[src/rtl/comp_rr_arbiter_if.sv]
// Requester-side bundle of the round-robin comparator arbiter.
// The arbiter uses the slave modport; the requesters use the master modport.
interface comp_rr_arbiter_if #(
    parameter int N = 4,
    parameter int W = 4
);
    logic [N-1:0]   req;
    logic [N*W-1:0] a_in;
    logic [N*W-1:0] b_in;
    logic [N-1:0]   gnt;
    logic           done;
    logic           c;
    logic           agb;
    logic           alb;
    logic           busy;

    modport master (
        output req, a_in, b_in,
        input  gnt, done, c, agb, alb, busy
    );

    modport slave (
        input  req, a_in, b_in,
        output gnt, done, c, agb, alb, busy
    );
endinterface

[src/rtl/comp_rr_arbiter.sv]
// Round-robin arbiter sharing one unsigned magnitude comparator among N requesters.
// Each grant runs IDLE -> CMP -> RESP; the last winner is masked for one IDLE cycle.
module comp_rr_arbiter #(
    parameter int N = 4,
    parameter int W = 4
) (
    input logic              clk,
    input logic              rst,
    comp_rr_arbiter_if.slave bus
);
    localparam int PW = (N > 1) ? $clog2(N) : 1;

    typedef enum logic [1:0] {
        IDLE,
        CMP,
        RESP
    } state_t;

    state_t         state_q, state_d;
    logic [N-1:0]   gnt_q, gnt_d;
    logic [N-1:0]   mask_q, mask_d;
    logic [PW-1:0]  ptr_q, ptr_d;
    logic [PW-1:0]  win_q, win_d;
    logic [W-1:0]   a_q, a_d;
    logic [W-1:0]   b_q, b_d;
    logic           done_q, done_d;
    logic           c_q, c_d;
    logic           agb_q, agb_d;
    logic           alb_q, alb_d;

    logic [N-1:0]   req_m;
    logic           found;
    logic [PW-1:0]  pick;
    logic [N-1:0]   pick_oh;
    logic [W-1:0]   a_sel;
    logic [W-1:0]   b_sel;
    logic           eq;
    logic           gt;

    // The single shared comparator, fed only by the captured operands.
    assign eq = (a_q == b_q);
    assign gt = (a_q > b_q);

    // Round-robin: lowest requester at or above ptr, else lowest overall.
    always_comb begin
        req_m   = bus.req & ~mask_q;
        found   = 1'b0;
        pick    = '0;
        pick_oh = '0;
        a_sel   = '0;
        b_sel   = '0;
        for (int i = 0; i < N; i++) begin
            if (!found && req_m[i] && (PW'(i) >= ptr_q)) begin
                found = 1'b1;
                pick  = PW'(i);
            end
        end
        for (int i = 0; i < N; i++) begin
            if (!found && req_m[i]) begin
                found = 1'b1;
                pick  = PW'(i);
            end
        end
        for (int i = 0; i < N; i++) begin
            if (pick == PW'(i)) begin
                pick_oh[i] = 1'b1;
                a_sel      = bus.a_in[i*W +: W];
                b_sel      = bus.b_in[i*W +: W];
            end
        end
    end

    always_comb begin
        state_d = state_q;
        gnt_d   = gnt_q;
        mask_d  = mask_q;
        ptr_d   = ptr_q;
        win_d   = win_q;
        a_d     = a_q;
        b_d     = b_q;
        done_d  = done_q;
        c_d     = c_q;
        agb_d   = agb_q;
        alb_d   = alb_q;
        unique case (state_q)
            IDLE: begin
                mask_d = '0;
                if (found) begin
                    gnt_d   = pick_oh;
                    win_d   = pick;
                    a_d     = a_sel;
                    b_d     = b_sel;
                    state_d = CMP;
                end
            end
            CMP: begin
                c_d     = eq;
                agb_d   = gt;
                alb_d   = !eq && !gt;
                done_d  = 1'b1;
                state_d = RESP;
            end
            RESP: begin
                done_d  = 1'b0;
                gnt_d   = '0;
                mask_d  = gnt_q;
                ptr_d   = (win_q == PW'(N - 1)) ? '0 : win_q + 1'b1;
                state_d = IDLE;
            end
            default: begin
                state_d = IDLE;
            end
        endcase
    end

    always_ff @(posedge clk or posedge rst) begin
        if (rst) begin
            state_q <= IDLE;
            gnt_q   <= '0;
            mask_q  <= '0;
            ptr_q   <= '0;
            win_q   <= '0;
            a_q     <= '0;
            b_q     <= '0;
            done_q  <= 1'b0;
            c_q     <= 1'b0;
            agb_q   <= 1'b0;
            alb_q   <= 1'b0;
        end else begin
            state_q <= state_d;
            gnt_q   <= gnt_d;
            mask_q  <= mask_d;
            ptr_q   <= ptr_d;
            win_q   <= win_d;
            a_q     <= a_d;
            b_q     <= b_d;
            done_q  <= done_d;
            c_q     <= c_d;
            agb_q   <= agb_d;
            alb_q   <= alb_d;
        end
    end

    assign bus.gnt  = gnt_q;
    assign bus.done = done_q;
    assign bus.c    = c_q;
    assign bus.agb  = agb_q;
    assign bus.alb  = alb_q;
    assign bus.busy = (state_q != IDLE);
endmodule

[src/flat_wrapper.sv]
// flat-port wrapper written by rule: the top's interface ports become plain ports
module comp_rr_arbiter_flat 
#(
    parameter int N = 4,
    parameter int W = 4
)
  (clk, rst, bus_req, bus_a_in, bus_b_in, bus_gnt, bus_done, bus_c, bus_agb, bus_alb, bus_busy);
  comp_rr_arbiter_if #(.N(N), .W(W)) bus_i ();
  input logic clk;
  input logic rst;
  input wire logic [$bits(bus_i.req)-1:0] bus_req;
  input wire logic [$bits(bus_i.a_in)-1:0] bus_a_in;
  input wire logic [$bits(bus_i.b_in)-1:0] bus_b_in;
  output wire logic [$bits(bus_i.gnt)-1:0] bus_gnt;
  output wire logic [$bits(bus_i.done)-1:0] bus_done;
  output wire logic [$bits(bus_i.c)-1:0] bus_c;
  output wire logic [$bits(bus_i.agb)-1:0] bus_agb;
  output wire logic [$bits(bus_i.alb)-1:0] bus_alb;
  output wire logic [$bits(bus_i.busy)-1:0] bus_busy;
  assign bus_i.req = bus_req;
  assign bus_i.a_in = bus_a_in;
  assign bus_i.b_in = bus_b_in;
  assign bus_gnt = bus_i.gnt;
  assign bus_done = bus_i.done;
  assign bus_c = bus_i.c;
  assign bus_agb = bus_i.agb;
  assign bus_alb = bus_i.alb;
  assign bus_busy = bus_i.busy;
  comp_rr_arbiter #(.N(N), .W(W)) u_core (.clk(clk), .rst(rst), .bus(bus_i));
endmodule
[config.mk]
export PLATFORM = sky130hd
export DESIGN_NAME = comp_rr_arbiter_flat
export DESIGN_NICKNAME = d
export VERILOG_FILES = /design/src/rtl/comp_rr_arbiter_if.sv /design/src/rtl/comp_rr_arbiter.sv /design/src/flat_wrapper.sv
export SDC_FILE = /design/constraint.sdc
export NUM_CORES = 1
export LEC_CHECK = 0
export CAP_MARGIN = 20
export CORE_AREA = 2 2 69 55
export CTS_CLUSTER_SIZE = 28
export DETAILED_ROUTE_END_ITERATION = 7
export DIE_AREA = 0 0 71 57
export GPL_TIMING_DRIVEN = 0
export PLACE_DENSITY_LB_ADDON = 0.08
export SLEW_MARGIN = 0
export SYNTH_ARGS = -nofsm -noshare
export SYNTH_HDL_FRONTEND = slang
export SYNTH_SLANG_ARGS = --single-unit
[constraint.sdc]
create_clock -name clk -period 3.4 [get_ports clk]
set_clock_uncertainty 0.05 [all_clocks]
set_input_delay 0.34 -clock clk [delete_from_list [all_inputs] [get_ports clk]]
set_output_delay 0.34 -clock clk [all_outputs]
set_load 0.005 [all_outputs]
==> flow_summary_export.csv <==
group,metric,value,unit
setup_path,cp-end-kind,"register",
synth,yosys.cell_count.top_type,"dfrtp_1",
setup_path,r2r_end,"u_core.a_q[0]$_DFFE_PP0P_",
power,ir_drop,459,uV
sta,setup_ws,1040,ps
sta,rsz0062_at_grt,"false",
setup_path,worstSetupPathType,"register to register",
cells_and_area,area_growth,37.4,%
synth,ys_ff_latch,26,
setup_path,r2r-start,"u_core.state_q[0]$_DFFE_PP0P_",
setup_path,r2r_slack,1040,ps
sta,slew_headroom,65.5,%
synth,synth.avg_cell_area,10.3,sq um
placement,io_buffers,46,
sta,hold_viol_final,0,
setup_path,crit_end,"u_core.a_q[0]$_DFFE_PP0P_",
setup_path,rr_worst_depth,9,
status,status,"completed",
sta,final.setup.tns,0,ps
detailed_routing,routedWlPerCell,15.4,um
setup_path,arrival,2460,ps
sta,hold_slack,245,ps
sta,setup_viol,0,
synth,yosys.cell_types.count,40,
synth,synth_seq_area_share,39.7,%
clock_tree,clkSinkCount,26,
synth,synth_nets,206,
clock_tree,clkLatencyLatePin,270,ps
synth,async_flop_share,100,%
detailed_routing,first_pass_iters,4,
detailed_routing,vias,1384,
clock_tree,htree_levels,1,
clock_tree,cts_buffers,3,
floorplan,ios,47,
synth,synthTopCellsByArea,"dfrtp_1 (40%), ha_1 (6.9%), mux2i_1 (5.5%)",
worst_hold_path,hold_path.class,"input port to async pin",
placement,dp_worst_setup_slack,1070,ps
global_routing,grt_pass1_vias,1340,
detailed_routing,viasPerCell,5.49,
cells_and_area,drive_gt1_share,15.2,%
setup_path,startpoint_type,"register",
floorplan,die_w,71,um
clock_tree,cts_resized,0,
global_routing,track_usage,20.1,%
cells_and_area,diodes,0,
sta,tightestPinTransition,517,ps
placement,hpwl,2920,um
sta,fin_crit_sh,69.5,%
clock_tree,cts-root-buf,"clkbuf_8",
synth,yosysTopAreaCell,"dfrtp_1",
cells_and_area,final_nets,258,
setup_path,startpoint,"u_core.state_q[0]$_DFFE_PP0P_",
synth,synthDominantCellAreaShare,39.7,%
synth,syn-cell-area,1640,sq um
flow_run,cap_violations,0,
detailed_routing,drt-initial-drc-count,80,
clock_tree,cts_hold_buf,0,
detailed_routing,antenna_left,0,
power,leakagePower,0.949,nW
sta,timing.fmax,0.423,GHz
synth,ys_top_cells_by_count,"dfrtp_1 (26), nand2_1 (15), ha_1 (9), inv_1 (9), mux2i_1 (9)",
synth,yosysWarningCount,0,
floorplan,start_util,47.5,%
clock_tree,clk_pin_slew_worst_paths,90,ps
floorplan,dieArea,4050,sq um
setup_path,crit_fanout,10,
floorplan,rows,19,
sta,final_max_slew_viol_count,0,
floorplan,core_area,3450,sq um
synth,ys.flop_type,"dfrtp_1",
clock_tree,cts_tree,"yes",
global_routing,antenna_found_initial,0,
global_routing,grt_pass1_wl,6350,um
global_routing,grt_max_degree,27,
synth,postSynthCellCount,159,
global_routing,grt-ovfl-total,0,
power,p_per_area,839,nW/um^2
detailed_routing,drc,0,
placement,routabilityCongestion,0.823,
sta,fin_crit,2360,ps
clock_tree,clockBufferDepth,2,
floorplan,die_height,57,um
clock_tree,post_cts_buffers,0,
setup_path,worstPathRequired,3500,ps
detailed_routing,routed_wl,3870,um
synth,synth-edff-count,0,
==> area by class of cell <==
type / instances / area, sq um
tap: 42 / 52.6
timing repair buffer: 47 / 488
inverter: 10 / 37.5
clock buffer: 3 / 41.3
buffer: 6 / 56.3
clock inverter: 1 / 30.0
fill: 246 / 1200
multi-input combinational: 117 / 893
sequential: 26 / 651
==> logic make-up after synthesis <==
group                    count (synthesis)  synth area share [%]
AO/OA/AOI/OAI                           42                  21.2
adder cells (fa/ha/maj)                  9                  6.88
buffers and inverters                   16                  5.73
flip-flops                              26                  39.7
multiplexers                            12                  7.56
AND/OR/NAND/NOR                         54                  18.9
==> cells in the final DEF (no fill, tap or decap), drive strengths merged <==
cell           instances
a22oi                  1
nand2                 15
clkdlybuf4s50         46
or4b                   1
buf                    6
mux2                   3
nand2b                 8
o41ai                  1
dfrtp                 26
o22ai                  8
a31o                   1
nand3b                 2
mux2i                  9
a21boi                 1
nand4                  2
ha                     9
inv                    9
nor2                   5
o21a                   2
or3                    3
clkbuf                 4
bufinv                 1
o21ai                 13
a211oi                 7
nor3b                  1
clkinv                 1
a41oi                  2
or2b                   2
a21oi                  4
nor2b                  6
o311ai                 1
a2bb2oi                1
nor3                   8
and2                   1
==> critical path: stages (launching register included) <==
cell,delay (ps)
dfrtp_1,430
inv_1,110
ha_1,140
buf_4,160
clkinv_1,270
a41oi_4,430
o21ai_2,250
nor2b_4,160
buf_6,160
a22oi_2,80
==> how the worst min path moves through the flow <==
stage                                startpoint  slack (ps)                     endpoint  cells after the start
finish                                      rst         250     u_core.bus.c$_DFFE_PP0N_                      2
detailed placement     u_core.bus.c$_DFFE_PP0N_         440     u_core.bus.c$_DFFE_PP0N_                      1
global route                                rst         250     u_core.bus.c$_DFFE_PP0N_                      2
CTS                    u_core.bus.c$_DFFE_PP0N_         460     u_core.bus.c$_DFFE_PP0N_                      1
floorplan                                   rst         330    u_core.a_q[0]$_DFFE_PP0P_                      1
global placement    u_core.win_q[1]$_DFFE_PP0P_         420  u_core.win_q[1]$_DFFE_PP0P_                      2
==> flip-flops by register name (all words and copies together), names as in the netlist, 2 cells and up <==
signal,count
u_core.mask_q,4
u_core.state_q,2
u_core.b_q,4
u_core.a_q,4
u_core.bus.gnt,4
u_core.ptr_q,2
u_core.win_q,2
==> power breakdown <==
part / internal (mW) / switching, mW / leakage [nW]
clock: 0.158 / 0.0990 / 0.0357
sequential: 0.449 / 0.107 / 0.316
combinational: 0.536 / 0.539 / 0.598
==> metrics by stage <==
step / power (mW) / utilization [%] / cells / instance area [sq um]
2_1_floorplan: 1.30 / - / 159 / 1640
3_3_place_gp: 1.59 / 62.4 / 247 / 2150
3_5_place_dp: 1.64 / 62.4 / 247 / 2150
4_1_cts: 1.90 / 64.5 / 251 / 2220
5_1_grt: 2.04 / 65.3 / 252 / 2250
6_report: 1.89 / 65.3 / 252 / 2250
==> routing by layer <==
| metal | share of wire [%] | GRT usage (%) | wire length, um |
|---|---|---|---|
| met5 | 0 | 0 | 0 |
| met4 | 0.21 | 2.43 | 8 |
| met3 | 5.0 | 4.59 | 192 |
| met2 | 47 | 32.0 | 1830 |
| met1 | 47 | 29.3 | 1840 |
No activity file was read; power rests on OpenSTA's default activity.
